===== src/rtl/mod_counter.sv =====
// Parametrised modulo up/down counter with IDLE/RUN/DONE run control, sync load and terminal strobe.
// Optional MOD_COUNTER_PINGPONG_EN: free-run reverses direction at the terminals instead of wrapping.
module mod_counter #(
  parameter int WIDTH   = 3,
  parameter int MAX     = (1 << WIDTH) - 1,
  parameter int RST_VAL = 0
) (
  input  logic             clk,
  input  logic             rst,
  input  logic             en,
  input  logic             start,
  input  logic             stop,
  input  logic             dir,
  input  logic             oneshot,
  input  logic             load,
  input  logic [WIDTH-1:0] load_val,
  output logic [WIDTH-1:0] count,
  output logic             tc,
  output logic             busy,
  output logic             done,
  output logic             dir_q
);

  localparam logic [WIDTH-1:0] MAXV = WIDTH'(MAX);
  localparam logic [WIDTH-1:0] RSTV = WIDTH'(RST_VAL);
  localparam logic [WIDTH-1:0] ONE  = WIDTH'(1);
  localparam logic [WIDTH-1:0] ZERO = '0;

  typedef enum logic [1:0] {IDLE = 2'd0, RUN = 2'd1, DONE = 2'd2} state_t;

  state_t           state, state_nxt;
  logic             oneshot_q;
  logic [WIDTH-1:0] step_val, load_clamp;
  logic             step_tc, step_done, step_dir;
  logic             do_step, do_start;

  assign load_clamp = (load_val > MAXV) ? MAXV : load_val;
  assign do_start   = start && !stop && (state != RUN);
  assign do_step    = en && !stop && !load && (state == RUN);

  // Result of one enabled step from the current count and active direction.
  always_comb begin
    step_val  = count;
    step_tc   = 1'b0;
    step_done = 1'b0;
    step_dir  = dir_q;
    if (dir_q) begin
      if (count == MAXV) begin
        step_tc = 1'b1;
        if (oneshot_q) begin
          step_val  = MAXV;
          step_done = 1'b1;
        end else begin
`ifdef MOD_COUNTER_PINGPONG_EN
          if (MAXV != ZERO) begin
            step_val = MAXV - ONE;
            step_dir = 1'b0;
            step_tc  = (MAXV - ONE) == ZERO;
          end
`else
          step_val = ZERO;
`endif
        end
      end else begin
        step_val = count + ONE;
`ifdef MOD_COUNTER_PINGPONG_EN
        step_tc  = !oneshot_q && ((count + ONE) == MAXV);
`endif
      end
    end else begin
      if (count == ZERO) begin
        step_tc = 1'b1;
        if (oneshot_q) begin
          step_val  = ZERO;
          step_done = 1'b1;
        end else begin
`ifdef MOD_COUNTER_PINGPONG_EN
          if (MAXV != ZERO) begin
            step_val = ONE;
            step_dir = 1'b1;
            step_tc  = ONE == MAXV;
          end
`else
          step_val = MAXV;
`endif
        end
      end else begin
        step_val = count - ONE;
`ifdef MOD_COUNTER_PINGPONG_EN
        step_tc  = !oneshot_q && ((count - ONE) == ZERO);
`endif
      end
    end
  end

  always_ff @(posedge clk) begin
    if (rst) state <= IDLE;
    else     state <= state_nxt;
  end

  // Load freezes the state; stop also blocks a start from IDLE/DONE.
  always_comb begin
    state_nxt = state;
    if (!load) begin
      case (state)
        IDLE:    if (do_start) state_nxt = RUN;
        RUN:     if (stop) state_nxt = IDLE;
                 else if (en && step_done) state_nxt = DONE;
        DONE:    if (do_start) state_nxt = RUN;
        default: state_nxt = IDLE;
      endcase
    end
  end

  always_comb begin
    busy = (state == RUN);
    done = (state == DONE);
  end

  always_ff @(posedge clk) begin
    if (rst) begin
      count     <= RSTV;
      tc        <= 1'b0;
      dir_q     <= 1'b1;
      oneshot_q <= 1'b0;
    end else begin
      tc <= 1'b0;
      if (load) begin
        count <= load_clamp;
      end else if (do_start) begin
        dir_q     <= dir;
        oneshot_q <= oneshot;
        if (state == DONE) count <= dir ? ZERO : MAXV;
      end else if (do_step) begin
        count <= step_val;
        tc    <= step_tc;
        dir_q <= step_dir;
      end
    end
  end

endmodule


===== config.mk =====
export PLATFORM = sky130hd
export DESIGN_NAME = mod_counter
export DESIGN_NICKNAME = d
export VERILOG_FILES = /design/src/rtl/mod_counter.sv
export SDC_FILE = /design/constraint.sdc
export NUM_CORES = 1
export LEC_CHECK = 0
export ABC_AREA = 1
export ABC_CLOCK_PERIOD_IN_PS = 1200
export CAP_MARGIN = 20
export CORE_UTILIZATION = 45
export CTS_BUF_LIST = sky130_fd_sc_hd__clkbuf_4 sky130_fd_sc_hd__clkbuf_8
export DETAILED_ROUTE_END_ITERATION = 8
export PLACE_DENSITY = 0.79
export SYNTH_ARGS = -nofsm -noshare
export SYNTH_HDL_FRONTEND = slang
export SYNTH_SLANG_ARGS = --single-unit

===== constraint.sdc =====
create_clock -name clk -period 1.2 [get_ports clk]
set_input_delay 0.24 -clock clk [delete_from_list [all_inputs] [get_ports clk]]
set_output_delay 0.24 -clock clk [all_outputs]
set_load 0.005 [all_outputs]

* After elaboration in Yosys (flattened, before gate mapping)
Index checks and enable logic that the tools add are counted.
** Storage, ports and cells
- Bits in read-only memories :: 0
- Memories kept :: 0
- RAM bits :: 0
- Input port bits :: 11
- Flip-flop bits (word level) :: 8
- Latch bits :: 0
- Logic and storage cells :: 55
** Cells by class
- Bitwise gates (word level) :: 2
- Muxes and demuxes :: 22
- Eq/ne operators :: 7
- Add/subtract/negate cells :: 2
- Multipliers :: 0
- Reduce and logical (&&, ||, !) cells :: 16
- Magnitude comparators :: 1
- Div/mod/pow operators :: 0
- Shift operators :: 0
** Operator list (number)
- two-way mux 3 bit :: 11
- two-way mux 1 bit :: 7
- logical AND 1 bit :: 6
- two-way mux 2 bit :: 3
- inequality test 2 x 1 -> 1 bit, second input constant :: 2
- one-hot mux 2 bit (2 select lines) :: 1
- AND reduction 2 bit :: 2
- OR reduction 4 bit :: 1
- adder 3 x 1 -> 3 bit, second input constant :: 1
- == test 3 bit, second input constant :: 1
- > comparator 3 bit, second input constant :: 1
- zero test 3 bit :: 1
- inequality test 3 x 2 -> 1 bit, second input constant :: 1
- inequality test 3 bit, second input constant :: 1
- AND reduction 3 bit :: 1
- nonzero test 3 bit :: 1
- subtractor 3 x 1 -> 3 bit, second input constant :: 1
- == test 2 x 1 -> 1 bit, second input constant :: 1
- == test 2 bit, second input constant :: 1
- zero test 1 bit :: 2
- zero test 2 bit :: 1
- inverter 1 bit :: 2
- OR reduction 2 bit :: 1

* Longest topological paths before layout
Gate-level depths: netlist (run 1).
- Depth in word-level cells :: 7
- Gate-level depth with buffers :: 11
- Mapped depth without buffers :: 11

* Least setup slack after synthesis (run 1)
OpenSTA, ideal clock, no wires.
- Path type :: register to register
- Start point :: reg count[0]
- End point :: reg count[0]
- Data arrival time :: 1.212 ns
- Data required time :: 1.084 ns
- Cell stages (with the launch flop) :: 11
- Setup time :: 0.116 ns
- Path slack :: -0.127 ns
- Cells stage by stage :: dfxtp_1 ha_1 ha_1 nand2_1 o21ai_0 nand2_1 nand3_1 nand2_1 nand2_1 nor2_2 nor2_2
** Between the ends
- Longest elaborated chain between the ends :: 6
- Elaborated cells on any way between the ends :: 10
- Classes of those cells :: add/sub (2); eq/ne (1); mux (6); reduce/logical (1)
** RTL lines
- start, declared :: line 17 : output logic [WIDTH-1:0] count,
- start signal, assigned :: line 129 : count <= load_clamp;
- start signal, assigned :: line 133 : if (state == DONE) count <= dir ? ZERO : MAXV;
- start signal, assigned :: line 135 : count <= step_val;
- subtractor 3 x 1 -> 3 bit (tied with other cells) :: line 88 : step_val = count - ONE;
- two-way mux 3 bit (on tied branches) :: line 71, 48
- two-way mux 3 bit * :: line 47 : if (dir_q) begin
- two-way mux 3 bit * :: line 134 : end else if (do_step) begin
- two-way mux 3 bit * :: line 130 : end else if (do_start) begin
- two-way mux 3 bit * :: line 128 : if (load) begin
Mark *: on every way between the ends. The rest lies on a longest branch, timed or not. The select of a mux whose other input is x is not followed.
A chain may end at the register's enable or synchronous reset.

* Worst setup path in the final report (run 1)
- Start point :: reg state[1]
- End point :: reg count[0]
** Between the ends
- Longest elaborated chain between the ends :: 4
- Elaborated cells on any way between the ends :: 10
- Classes of those cells :: eq/ne (4); mux (2); reduce/logical (4)
** RTL lines
- start, declared :: line 31 : state_t state, state_nxt;
- start signal, assigned :: line 98 : else state <= state_nxt;
- inequality test 2 x 1 -> 1 bit / == test 2 x 1 -> 1 bit (equally long branches) :: line 38, 39
- logical AND 1 bit (on tied branches) :: line 38, 39
- inequality test 3 bit (no source line) (tied with other cells)
- AND reduction 2 bit (no source line) / two-way mux 3 bit (equally long branches)
Parallel ways exist; a longest one is shown, timed or not.

==> results.py, run 1 <==
metrics = {
    "timing": {
        "final-setup-viol-count": 8,
        "timing.fmax_mhz": 702,
        "finalWorstPathRequiredPeriod_ps": 1420,
        "max_slew_margin_vs_limit_pct": 83.8,
        "final_hold_fails": 0,
        "worst_pin_slew_ps": 243,
        "whs_ps": 467,
        "clock_skew_ps": 10.3,
        "setup_repair_after_global_routing_missed_its_margin": "yes",
        "timing_max_transition_violations_final": 0,
        "finalCritPeriodShare_pct": 119,
        "worst_slack_ps": -224,
    },
    "global_routing": {
        "pin_count_of_the_biggest_net_entering_global_routing": 6,
        "grt_pass1_vias": 802,
        "grt_antenna_before_repair": 0,
        "grt_first_pass_wirelength_um": 3390,
        "overflow": 0,
        "track_usage_pct": 32.2,
    },
    "drt": {
        "routed-via-count": 966,
        "drt_pre_antenna_iters": 4,
        "detail_route.vias_per_cell": 5.62,
        "detail_route.iter0.violations": 47,
        "ant_nets": 0,
        "drt-wirelength-per-cell_um": 16.0,
        "drc": 0,
        "routed_wire_length_um": 2760,
    },
    "finish": {
        "multi_input_area_sq_um": 554,
        "fin_nets": 173,
        "number_of_inserted_diodes": 0,
        "seqCellArea_sq_um": 175,
        "num-fill-cells": 67,
        "layout-drive-gt1-share_pct": 52.2,
        "area_growth_syn_to_layout_pct": 74.2,
    },
    "worst_setup_path": {
        "criticalPathCategory": "reg2reg",
        "worst_setup_path_end_kind": "flip-flop",
        "crit_arrival_ps": 1590,
        "start_kind": "flip-flop",
        "required_time_of_the_worst_setup_path_ps": 1360,
        "critical_path_peak_fanout": 5,
    },
    "clocking": {
        "cts_num_sinks": 8,
        "root_buffer_cell": "sky130_fd_sc_hd__clkbuf_4",
        "post_cts_hold_buffer_count": 0,
        "tritoncts": "done",
        "htree_num_levels": 1,
        "cts.reportedPaths.clkPinSlew_ps": 70,
        "ctsLongestPathBuffers": 2,
        "worstSkewPairLatency_ps": 270,
        "tritoncts.num_buffers": 3,
    },
    "place": {
        "io_buffers": 17,
        "detailedPlacementHpwl_um": 1490,
        "gp_routability_congestion": 0.801,
    },
    "synth": {
        "syn_area_per_cell_sq_um": 6.23,
        "number_of_synthesized_register_bits": 8,
        "synth.top_cell.area_share_pct": 22.9,
        "synth_most_common_cell": "sky130_fd_sc_hd__nand2_1",
        "synth.cell_area_sq_um": 698,
        "synthTopCellsByCount": "sky130_fd_sc_hd__nand2_1, sky130_fd_sc_hd__inv_1, sky130_fd_sc_hd__dfxtp_1, sky130_fd_sc_hd__nor2_1, sky130_fd_sc_hd__nand3_1",
        "synth_async_sr_flop_share_pct": 0,
        "post_synth_edffs": 0,
        "post_synth_main_area_contributors": "sky130_fd_sc_hd__dfxtp_1, sky130_fd_sc_hd__nand2_1, sky130_fd_sc_hd__inv_1",
        "total_of_warnings_raised_by_yosys": 0,
        "postSynthCellCount": 112,
        "yosysSeqAreaShare_pct": 22.9,
        "synth_cell_type_count": 22,
        "synthFlopType": "sky130_fd_sc_hd__dfxtp_1",
        "synth_area_leader_cell": "sky130_fd_sc_hd__dfxtp_1",
        "synth.net_count": 127,
    },
    "die": {
        "boundaryPins": 18,
        "num_rows": 13,
        "chip_width_um": 41.4,
        "die_h_um": 41.4,
        "die_area_sq_um": 1710,
        "start_util_pct": 51.1,
        "core_area_sq_um": 1370,
    },
    "power_and_ir_drop": {
        "total_power_w": 0.00106,
        "p_leak_nw": 0.620,
        "vdd.ir_drop.worst_mv": 0.669,
        "cellPowerDensity_nw_per_um2": 870,
    },
    "status": {
        "run_status": "finished with violations",
        "violations": "setup timing",
    },
    "flow_run": {
        "maxCapViolCount": 0,
    },
    "hold_path": {
        "hold_path.class": "in2reg",
    },
}
## where the power goes
part	switching, W	leakage, nW	total, W	internal, W
clock network	0.000114	0.0184	0.000265	0.000151
logic	0.000258	0.534	0.000480	0.000222
registers	0.0000253	0.0679	0.000313	0.000288
## cell families (layout without fill, tap and decap cells)
kind of cell | Yosys count | count (layout) | synth area share [%]
simple gates | 62 | 62 | 45.2
buf+inv | 23 | 68 | 12.4
compound gates | 15 | 15 | 12.4
flops | 8 | 8 | 22.9
fa+ha+maj | 4 | 4 | 7.17
## metal layers
metal | vias to the layer above | track usage (%) | part of all wire (%)
met1 | 452 | 30.3 | 36
met4 | 0 | 20.2 | 6.3
met2 | 54 | 61.3 | 51
li1 | 438 | - | -
met3 | 22 | 7.98 | 6.2
met5 | - | 0 | 0
## state kept, by name (all words and copies together), names as in the netlist
signal     count
dir_q          1
oneshot_q      1
count          3
state          2
tc             1
## critical path: stages, from the launching register on
cell	delay (ps)
sky130_fd_sc_hd__dfxtp_2	350
sky130_fd_sc_hd__buf_6	110
sky130_fd_sc_hd__nor2_4	40
sky130_fd_sc_hd__buf_4	130
sky130_fd_sc_hd__nor2_4	140
sky130_fd_sc_hd__inv_1	80
sky130_fd_sc_hd__nand2_2	120
sky130_fd_sc_hd__nand2_4	80
sky130_fd_sc_hd__o21ai_1	220
sky130_fd_sc_hd__nor2_2	60
## layout make-up
| type | count | share of cell area, % |
|---|---|---|
| flip-flops and latches | 8 | 14.4 |
| multi-input cells | 81 | 45.6 |
| inverters | 23 | 7.61 |
| clock buffers | 4 | 2.47 |
| well taps | 15 | 1.54 |
| repair buffers | 41 | 28.4 |
## cells in the final DEF (no fill, tap or decap), types with 2 or more instances in the layout
master | netlist | routed
sky130_fd_sc_hd__dfxtp_1 | 8 | 2
sky130_fd_sc_hd__nand3_1 | 7 | 6
sky130_fd_sc_hd__o21ai_2 | 2 | 2
sky130_fd_sc_hd__dlymetal6s2s_1 | 0 | 3
sky130_fd_sc_hd__dfxtp_4 | 0 | 3
sky130_fd_sc_hd__nor2_2 | 2 | 3
sky130_fd_sc_hd__inv_4 | 0 | 2
sky130_fd_sc_hd__buf_6 | 0 | 3
sky130_fd_sc_hd__nand2_1 | 32 | 25
sky130_fd_sc_hd__a21oi_1 | 6 | 2
sky130_fd_sc_hd__clkdlybuf4s50_1 | 0 | 7
sky130_fd_sc_hd__nor2_4 | 4 | 5
sky130_fd_sc_hd__o21ai_1 | 2 | 4
sky130_fd_sc_hd__inv_2 | 5 | 8
sky130_fd_sc_hd__o21ai_0 | 4 | 2
sky130_fd_sc_hd__nand2_2 | 3 | 8
sky130_fd_sc_hd__ha_4 | 0 | 3
sky130_fd_sc_hd__nor2_1 | 8 | 6
sky130_fd_sc_hd__inv_1 | 17 | 12
sky130_fd_sc_hd__clkbuf_4 | 0 | 4
sky130_fd_sc_hd__buf_2 | 0 | 3
sky130_fd_sc_hd__dfxtp_2 | 0 | 3
sky130_fd_sc_hd__dlygate4sd2_1 | 0 | 3
sky130_fd_sc_hd__buf_4 | 0 | 21
sky130_fd_sc_hd__nand2_4 | 1 | 3
sky130_fd_sc_hd__a21oi_2 | 1 | 5
## worst paths after layout
path,startpoint,endpoint,slack (ps),cells after the start
worst min register to register,oneshot_q,oneshot_q,600,2
worst max register to register,state[1],count[0],-220,9
worst min-delay path,stop,state[1],470,5
worst max-delay path,state[1],count[0],-220,9
## through the flow
stage	setup TNS, ps	worst slack, ps	utilization [%]	instance area (sq um)	instances
finish	-947	-224	89.0	1220	172
global route	-1410	-270	89.0	1220	172
CTS	-718	-140	84.2	1150	171
detailed placement	-2290	-335	77.6	1060	162
global placement	-2080	-303	77.6	1060	162
floorplan	-47.6	-25.3	-	736	112
## repair_timing
action,CTS,global route
gates resized for setup,31,25
pin swaps,15,11
buffers inserted,5,2
setup endpoints to repair,15,10
(Power assumes the default switching activity.)
==> run 2: changes to the inputs <==
--- a/config.mk
+++ b/config.mk
@@ -12,2 +12,3 @@
 export CTS_BUF_LIST = sky130_fd_sc_hd__clkbuf_4 sky130_fd_sc_hd__clkbuf_8
+export CTS_CLUSTER_DIAMETER = 120
 export DETAILED_ROUTE_END_ITERATION = 8
--- a/constraint.sdc
+++ b/constraint.sdc
@@ -3,2 +3,2 @@
 set_output_delay 0.24 -clock clk [all_outputs]
-set_load 0.005 [all_outputs]
+set_load 0.1 [all_outputs]
==> run 2 against run 1 <==
The flow still finishes with violations (setup timing). Worst setup slack improved by 80 ps. Critical path depth did not move. Clock skew fell by 3.7 ps. Core utilization fell by 2.2 points. Die area did not move. First-iteration DRC count fell by 53%. Largest power group unchanged. Highest routed layer unchanged.
==> results.py, run 2 (synthesis gave the netlist of run 1 again) <==
metrics = {
    "global_routing": {
        "pin_count_of_the_biggest_net_entering_global_routing": 8,
        "overflow": 0,
        "track_usage_pct": 28.1,
        "grt-busiest-layer": "met2",
        "grt_pass1_vias": 730,
        "globalRouteMet3Util_pct": 7.98,
        "gr_met2_demand_resource_pct": 56.6,
        "grt_first_pass_wirelength_um": 3010,
        "grt_use_met1_pct": 26.3,
        "grt_antenna_before_repair": 0,
    },
    "clocking": {
        "post_cts_hold_buffer_count": 0,
        "root_buffer_cell": "sky130_fd_sc_hd__clkbuf_4",
        "tritoncts.num_buffers": 3,
        "cts.reportedPaths.clkPinSlew_ps": 70,
        "cts_num_sinks": 8,
        "tritoncts": "done",
        "ctsLongestPathBuffers": 2,
        "worstSkewPairLatency_ps": 280,
        "htree_num_levels": 1,
    },
    "power_and_ir_drop": {
        "pwr-share-comb_pct": 49.0,
        "p_seq_share_pct": 27.5,
        "p_switching_w": 0.000491,
        "p_leak_nw": 0.567,
        "cellPowerDensity_nw_per_um2": 980,
        "power.switching_fraction_pct": 42.2,
        "intPower_w": 0.000672,
        "vdd.ir_drop.worst_mv": 0.769,
        "power.clock.fraction_pct": 23.5,
    },
    "finish": {
        "area_growth_syn_to_layout_pct": 69.9,
        "layout.cells.most_common": "sky130_fd_sc_hd__nand2_1",
        "mostFrequentLayoutCells": "sky130_fd_sc_hd__nand2_1, sky130_fd_sc_hd__inv_1, sky130_fd_sc_hd__inv_2, sky130_fd_sc_hd__buf_12, sky130_fd_sc_hd__buf_4",
        "max_flop_register": "count",
        "largest_register_ffs": 3,
        "largest_registers": "count (3), state (2)",
        "number_of_inserted_diodes": 0,
        "fin_nets": 159,
        "layout-drive-gt1-share_pct": 44.1,
    },
    "timing": {
        "worst_pin_slew_ps": 273,
        "timing_max_transition_violations_final": 0,
        "finalCritPeriodShare_pct": 112,
        "worst_slack_ps": -144,
        "max_slew_margin_vs_limit_pct": 81.8,
        "setup_repair_after_global_routing_missed_its_margin": "yes",
        "final-setup-viol-count": 8,
        "final_hold_fails": 0,
        "finalWorstPathRequiredPeriod_ps": 1340,
        "setup_total_negative_slack_ps": -609,
        "timing.fmax_mhz": 744,
        "clock_skew_ps": 6.56,
    },
    "hold_path": {
        "min_delay_path_depth": 5,
        "hold_path.class": "in2reg",
    },
    "die": {
        "die_area_sq_um": 1710,
        "die_h_um": 41.4,
        "core_area_sq_um": 1370,
        "chip_width_um": 41.4,
        "num_rows": 13,
        "start_util_pct": 51.1,
        "boundaryPins": 18,
    },
    "drt": {
        "drt-wirelength-per-cell_um": 12.2,
        "detail_route.vias_per_cell": 5.00,
        "drt_pre_antenna_iters": 4,
        "routed_wire_length_um": 1920,
        "ant_nets": 0,
        "detail_route.iter0.violations": 22,
        "routed-via-count": 790,
        "drc": 0,
    },
    "place": {
        "dpl_worst_slack_ps": -347,
        "io_buffers": 17,
        "detailedPlacementHpwl_um": 1420,
        "gp_routability_congestion": 0.893,
    },
    "status": {
        "run_status": "finished with violations",
        "violations": "setup timing",
    },
    "worst_setup_path": {
        "critPathSlowestCell": "sky130_fd_sc_hd__dfxtp_4",
        "worst_setup_path_end_kind": "flip-flop",
        "crit_family": "simple AND/OR/NAND/NOR gates",
        "crit_cells": 9,
        "required_time_of_the_worst_setup_path_ps": 1400,
        "criticalPathCategory": "reg2reg",
        "path_cells": "ha_4, ha_4, inv_2, nand2_2, nand3b_1, nand2_1, nand2_1, nand2_1, a21oi_2",
        "start_kind": "flip-flop",
        "crit_arrival_ps": 1550,
        "timing.critical_path.slowest_cell_delay_ps": 370,
        "path_common_cell": "sky130_fd_sc_hd__nand2_1",
        "timing.critical_path.buf_inv": 1,
        "critical_path_peak_fanout": 4,
        "ff2ff_path_depth": 9,
    },
    "flow_run": {
        "maxCapViolCount": 0,
    },
}
run 2: cell count changes in the layout (fill, tap and decap cells not counted), moves of 3 or more:
cell / before / now
sky130_fd_sc_hd__dlymetal6s2s_1: 3 / 0
sky130_fd_sc_hd__nand2_2: 8 / 4
sky130_fd_sc_hd__nand2_1: 25 / 29
sky130_fd_sc_hd__buf_2: 3 / 0
sky130_fd_sc_hd__buf_4: 21 / 8
sky130_fd_sc_hd__buf_12: 0 / 8
run 2: worst paths after layout:
| path | startpoint | end | slack (ps) |
|---|---|---|---|
| setup reg to reg | count[0] | state[0] | -140 |
| hold / removal | stop | tc | 530 |
| setup / recovery | count[0] | state[0] | -140 |
| hold reg to reg | oneshot_q | oneshot_q | 560 |
run 2: metal layers:
metal / routed length (um) / vias up
met5: 0 / -
met4: 19 / 0
met3: 96 / 3
met2: 1050 / 28
met1: 755 / 350
li1: - / 409
run 2: power groups by stage:
stage	logic (W)	clock network [W]	registers [W]
after floorplan	0.000250	0	0.000410
after global placement	0.000517	0	0.000325
after detailed placement	0.000526	0	0.000326
after CTS	0.000559	0.000275	0.000320
after global routing	0.000616	0.000285	0.000323
final	0.000570	0.000273	0.000320
run 2: repair_timing:
action | 4_1_cts | 5_1_grt
buffers inserted | 3 | 0
pin swaps | 7 | 4
endpoints found under the setup margin | 9 | 10
resized for setup | 11 | 6
run 2: layout make-up:
cell class | count | area, sq um
multi-input combinational | 81 | 537
timing repair buffer | 27 | 328
sequential | 8 | 180
fill | 75 | 180
inverter | 23 | 92.6
clock buffer | 4 | 30.0
tap | 15 | 18.8
run 2: per-stage QoR:
stage                     total power [W]  std cells  cell area, sq um  hold slack, ps  utilization (%)
after detailed placement         0.000852        151              1080             506             79.4
after global routing              0.00122        158              1190             564             86.8
final                             0.00116        158              1190             533             86.8
after CTS                         0.00115        158              1170             536             85.5
after floorplan                  0.000660        112               773             299                -
after global placement           0.000842        151              1080             503             79.4
run 2: worst reg2reg max path: cells and delay by family, from the launching register on:
kind | cells | cell delay, ps
and+or+nand+nor | 5 | 400
AOI/OAI and AO/OA | 1 | 120
adders and majority gates | 2 | 330
buffers and inverters | 1 | 70
DFF | 1 | 370
==> edit 1: new RTL, flow settings as in run 2 <==
Register the input `load_val` before use, with the module's reset. The logic sees it one clock later. The other inputs are not delayed to match.
--- a/src/rtl/mod_counter.sv
+++ b/src/rtl/mod_counter.sv
@@ -28,13 +28,23 @@
 
   typedef enum logic [1:0] {IDLE = 2'd0, RUN = 2'd1, DONE = 2'd2} state_t;
 
+  logic [WIDTH-1:0] load_val_q;
+
+  always_ff @(posedge clk) begin
+    if (rst) begin
+      load_val_q <= '0;
+    end else begin
+      load_val_q <= load_val;
+    end
+  end
+
   state_t           state, state_nxt;
   logic             oneshot_q;
   logic [WIDTH-1:0] step_val, load_clamp;
   logic             step_tc, step_done, step_dir;
   logic             do_step, do_start;
 
-  assign load_clamp = (load_val > MAXV) ? MAXV : load_val;
+  assign load_clamp = (load_val_q > MAXV) ? MAXV : load_val_q;
   assign do_start   = start && !stop && (state != RUN);
   assign do_step    = en && !stop && !load && (state == RUN);
 
Formal check against the unedited RTL: not equivalent (a bounded check fails within 4 cycles, from zero or initial values and one cycle with rst high).
==> edit 1 against run 2 <==
  * The flow still finishes with violations (setup timing)
  * Routed wire length grew 21%
  * Combinational power up 8.4%
  * Synthesized area increased by 6.6%
  * Maximum frequency fell by 3.3%
  * Sequential cell count is 3 higher
  * Core utilization up 0.46 points
  * Sequential power increased by 34%
  * Design area increased by 12%
  * Global-route usage down 3.0 points
  * Worst setup slack worse by 0.046 ns
  * Power is 14% higher
  * Critical path type unchanged
==> edit 1: results <==
INSERT INTO impl_metrics (metric_group, metric, value, unit) VALUES
('power', 'power.net_switching', '522', 'µW'),
('grt', 'grtUsageTotal', '25.1', '%'),
('timing', 'post-route-worst-setup-slack', '-0.191', 'ns'),
('run_status', 'outcome', 'complete, but fails checks', ''),
('detailed_routing', 'route.vias.total', '900', ''),
('synth', 'ys_seq_area_share', '29.6', '%'),
('critical_path', 'crit-reg2reg-launch', 'count[1]', ''),
('layout', 'fraction_of_final_layout_cells_with_drive_strength_greater_than_1', '49.7', '%'),
('synth', 'post_synth_num_cell_types', '25', ''),
('power', 'worst_ir_drop_vdd', '0.855', 'mV'),
('timing', 'final_setup_fails', '9', ''),
('layout', 'num-fill-cells', '89', ''),
('synth', 'mappedNetlistNets', '126', ''),
('synth', 'synth_common_cells', 'nand2_1 (27), nor2_1 (17), inv_1 (14)', ''),
('detailed_routing', 'drtIter0Drc', '28', ''),
('placed_design', 'place_congestion', '0.884', ''),
('layout', 'finalNonFillerCells', '165', ''),
('timing', 'timing.clock.skew', '0.00148', 'ns'),
('run_status', 'failing_checks', 'setup timing', ''),
('placed_design', 'dpl_cell_area', '1150', 'µm²');
==> edit 1: cell count changes after synthesis, moves of 3 or more <==
cell	change
nor2_1	+9
inv_1	-3
nand2_1	-5
nor2_4	-3
dfxtp_1	+3
o21ai_0	-3
==> edit 1: logic make-up (layout without fill, tap and decap cells) <==
group | Yosys count | in the layout | share of synthesized area [%]
buffers and inverters | 18 | 56 | 9.07
XOR/XNOR | 1 | 1 | 1.18
AND/OR/NAND/NOR | 63 | 63 | 40.3
flip-flops | 11 | 11 | 29.6
adder cells (fa/ha/maj) | 4 | 4 | 6.72
AO/OA/AOI/OAI | 14 | 14 | 13.1
==> edit 1: worst max-delay path, stage by stage, from the launching register on <==
cell and delay (ns):
dfxtp_4 0.37, ha_4 0.16, ha_4 0.18, nand2_4 0.08, nand2_2 0.05, nor2_1 0.10
nor2_1 0.05, nand2_1 0.08, nand2_1 0.09, nand3_2 0.08, a21oi_2 0.04
==> edit 1: what timing repair did <==
item / CTS / global route
setup buffers: 3 / 4
resized for setup: 15 / 12
pin swaps: 8 / 9
setup endpoints to repair: 10 / 12
==> edit 1: final cells by class <==
class | instances | area, µm² | share of cell area [%]
Sequential cell | 11 | 240 | 18.1
Multi-Input combinational cell | 82 | 577 | 43.4
Timing Repair Buffer | 35 | 387 | 29.1
Clock buffer | 4 | 30.0 | 2.26
Inverter | 17 | 76.3 | 5.74
Tap cell | 16 | 20.0 | 1.51
==> edit 1: path summary, 6_finish.rpt <==
| check | slack [ns] | endpoint | cells after the start |
|---|---|---|---|
| min reg2reg | 0.52 | state[0] | 2 |
| max | -0.19 | count[0] | 10 |
| max reg2reg | -0.19 | count[0] | 10 |
| min | 0.48 | load_val_q[0] | 3 |
==> edit 1: power groups by stage <==
stage / clock network, mW / registers (mW) / logic [mW]
6_report: 0.284 / 0.429 / 0.618
5_1_grt: 0.311 / 0.434 / 0.650
4_1_cts: 0.291 / 0.428 / 0.564
3_5_place_dp: 0 / 0.433 / 0.532
3_3_place_gp: 0 / 0.431 / 0.520
2_1_floorplan: 0 / 0.521 / 0.245
==> edit 1: routing by layer <==
| metal | wire (µm) | up-vias | global-route usage [%] |
|---|---|---|---|
| li1 | - | 427 | - |
| met1 | 910 | 425 | 29.6 |
| met2 | 1230 | 37 | 41.2 |
| met3 | 103 | 11 | 6.38 |
| met4 | 84 | 0 | 13.8 |
| met5 | 0 | - | 0 |
==> edit 1: through the flow <==
stage,setup slack (ns),TNS [ns],hold WS [ns]
after floorplan,-0.263,-1.24,0.347
after global placement,-0.268,-1.64,0.498
after detailed placement,-0.308,-1.77,0.508
after CTS,-0.132,-0.756,0.474
after global routing,-0.264,-1.47,0.480
final,-0.191,-0.924,0.476
==> edit 2: new RTL, flow settings as in run 2 <==
Made on the original files. The parameter `WIDTH` goes from 3 to 5.
--- a/src/rtl/mod_counter.sv
+++ b/src/rtl/mod_counter.sv
@@ -1,7 +1,7 @@
 // Parametrised modulo up/down counter with IDLE/RUN/DONE run control, sync load and terminal strobe.
 // Optional MOD_COUNTER_PINGPONG_EN: free-run reverses direction at the terminals instead of wrapping.
 module mod_counter #(
-  parameter int WIDTH   = 3,
+  parameter int WIDTH   = 5,
   parameter int MAX     = (1 << WIDTH) - 1,
   parameter int RST_VAL = 0
 ) (
Ports: changed (resized count and load_val); port bits go from 18 to 22. The function was not compared with the original's and may differ.
==> edit 2 against run 2 <==
  * The run still ends with setup timing left
  * Power is 47% higher
  * Routed wire length up 130%
  * Worst setup slack lost 0.26 ns
  * Design area increased by 40%
  * Sequential cell count grew 2
  * Sequential share of layout area fell by 1.7 points
  * First-iteration DRC count increased to 5.5 times the old value
  * Worst hold slack worse by 0.13 ns
  * Non-clock buffer count up 26
  * Synthesized area up 23%
  * Maximum frequency is 16% lower
  * Clock skew grew 0.0042 ns
  * Via count increased by 67%
  * Highest routed layer unchanged
==> edit 2: results <==
INSERT INTO impl_metrics (metric_group, metric, value, unit) VALUES
('run_status', 'outcome', 'complete, but fails checks', ''),
('run_status', 'failing_checks', 'setup timing', ''),
('synth', 'mappedNetlistNets', '152', ''),
('synth', 'ys_seq_area_share', '23.4', '%'),
('grt', 'grtUsageTotal', '30.7', '%'),
('timing', 'post-route-worst-setup-slack', '-0.402', 'ns'),
('timing', 'relSlewSlack', '80.1', '%'),
('grt', 'grt_pass1_wl', '4.53', 'mm'),
('placed_design', 'place.port_buffers', '21', ''),
('layout', 'fraction_of_final_layout_cells_with_drive_strength_greater_than_1', '54.2', '%'),
('placed_design', 'place_congestion', '0.889', ''),
('critical_path', 'family_with_the_most_delay_on_the_worst_path', 'compound AO/OA/AOI/OAI gates', ''),
('power', 'p_int', '939', 'µW'),
('layout', 'design.final.nets', '209', ''),
('power', 'leakage', '0.797', 'nW'),
('detailed_routing', 'first_pass_iters', '7', ''),
('layout', 'largestRegisters', 'count (5), state (2)', ''),
('timing', 'final_setup_fails', '12', ''),
('grt', 'grt_start_max_net_pins', '11', ''),
('detailed_routing', 'drtIter0Drc', '120', ''),
('detailed_routing', 'detail_route.vias_per_cell', '6.09', ''),
('synth', 'post_synth_num_cell_types', '26', ''),
('synth', 'post_synth_main_area_contributors', 'dfxtp_1 (23%), nand2_1 (21%), nor2_1 (7.0%)', ''),
('placed_design', 'dp_slack', '-0.419', 'ns'),
('detailed_routing', 'finalWirelength', '4.33', 'mm');
[edit 2: repair_timing]
item	4_1_cts	5_1_grt
endpoints found under the setup margin	11	14
pin swaps	16	18
buffers inserted	4	8
resized for setup	34	21
[edit 2: routing by layer]
layer | GRT usage [%] | wire [µm] | vias to the layer above
li1 | - | - | 541
met5 | 0 | 0 | -
met4 | 19.4 | 407 | 0
met3 | 3.57 | 391 | 52
met1 | 31.7 | 1490 | 606
met2 | 57.4 | 2050 | 122
[edit 2: path summary, 6_finish.rpt]
path         startpoint   endpoint  slack (ns)  cells after the start
min reg2reg   oneshot_q  oneshot_q        0.70                      2
min                stop   state[1]        0.40                      4
max            count[1]   count[0]       -0.40                     10
max reg2reg    count[1]   count[0]       -0.40                     10
[edit 2: stage by stage]
step	instance area (µm²)	cells	power, mW	TNS (ns)
finish	1660	217	1.71	-2.82
global route	1660	217	1.74	-3.26
CTS	1530	209	1.55	-2.01
detailed placement	1350	201	1.16	-3.63
global placement	1350	201	1.13	-2.98
floorplan	903	136	0.859	-3.22
[edit 2: cell families after synthesis]
group	after synthesis	share of synthesized area, %
buffers and inverters	18	11.2
AOI/OAI and AO/OA	20	16.1
xor gates and xnor gates	1	1.02
DFF	10	23.4
and+or+nand+nor	84	43.9
adders and majority gates	3	4.38
[edit 2: power by group through the flow]
| stage | registers, mW | clock network, mW | logic, mW |
|---|---|---|---|
| 6_report | 0.398 | 0.332 | 0.975 |
| 3_5_place_dp | 0.394 | 0 | 0.762 |
| 5_1_grt | 0.400 | 0.326 | 1.02 |
| 2_1_floorplan | 0.551 | 0 | 0.308 |
| 4_1_cts | 0.393 | 0.310 | 0.849 |
| 3_3_place_gp | 0.391 | 0 | 0.742 |
[edit 2: worst min-delay path: stages]
cell,delay (ns)
dlymetal6s2s_1,0.17
o21ai_0,0.13
nand2_1,0.08
a21oi_2,0.04
[edit 2: final cells by class]
cell class	instances	area [µm²]
multi-input cells	108	722
inverters	17	71.3
fillers	59	109
repair buffers	53	572
clock buffers	4	36.3
well taps	25	31.3
flip-flops and latches	10	223
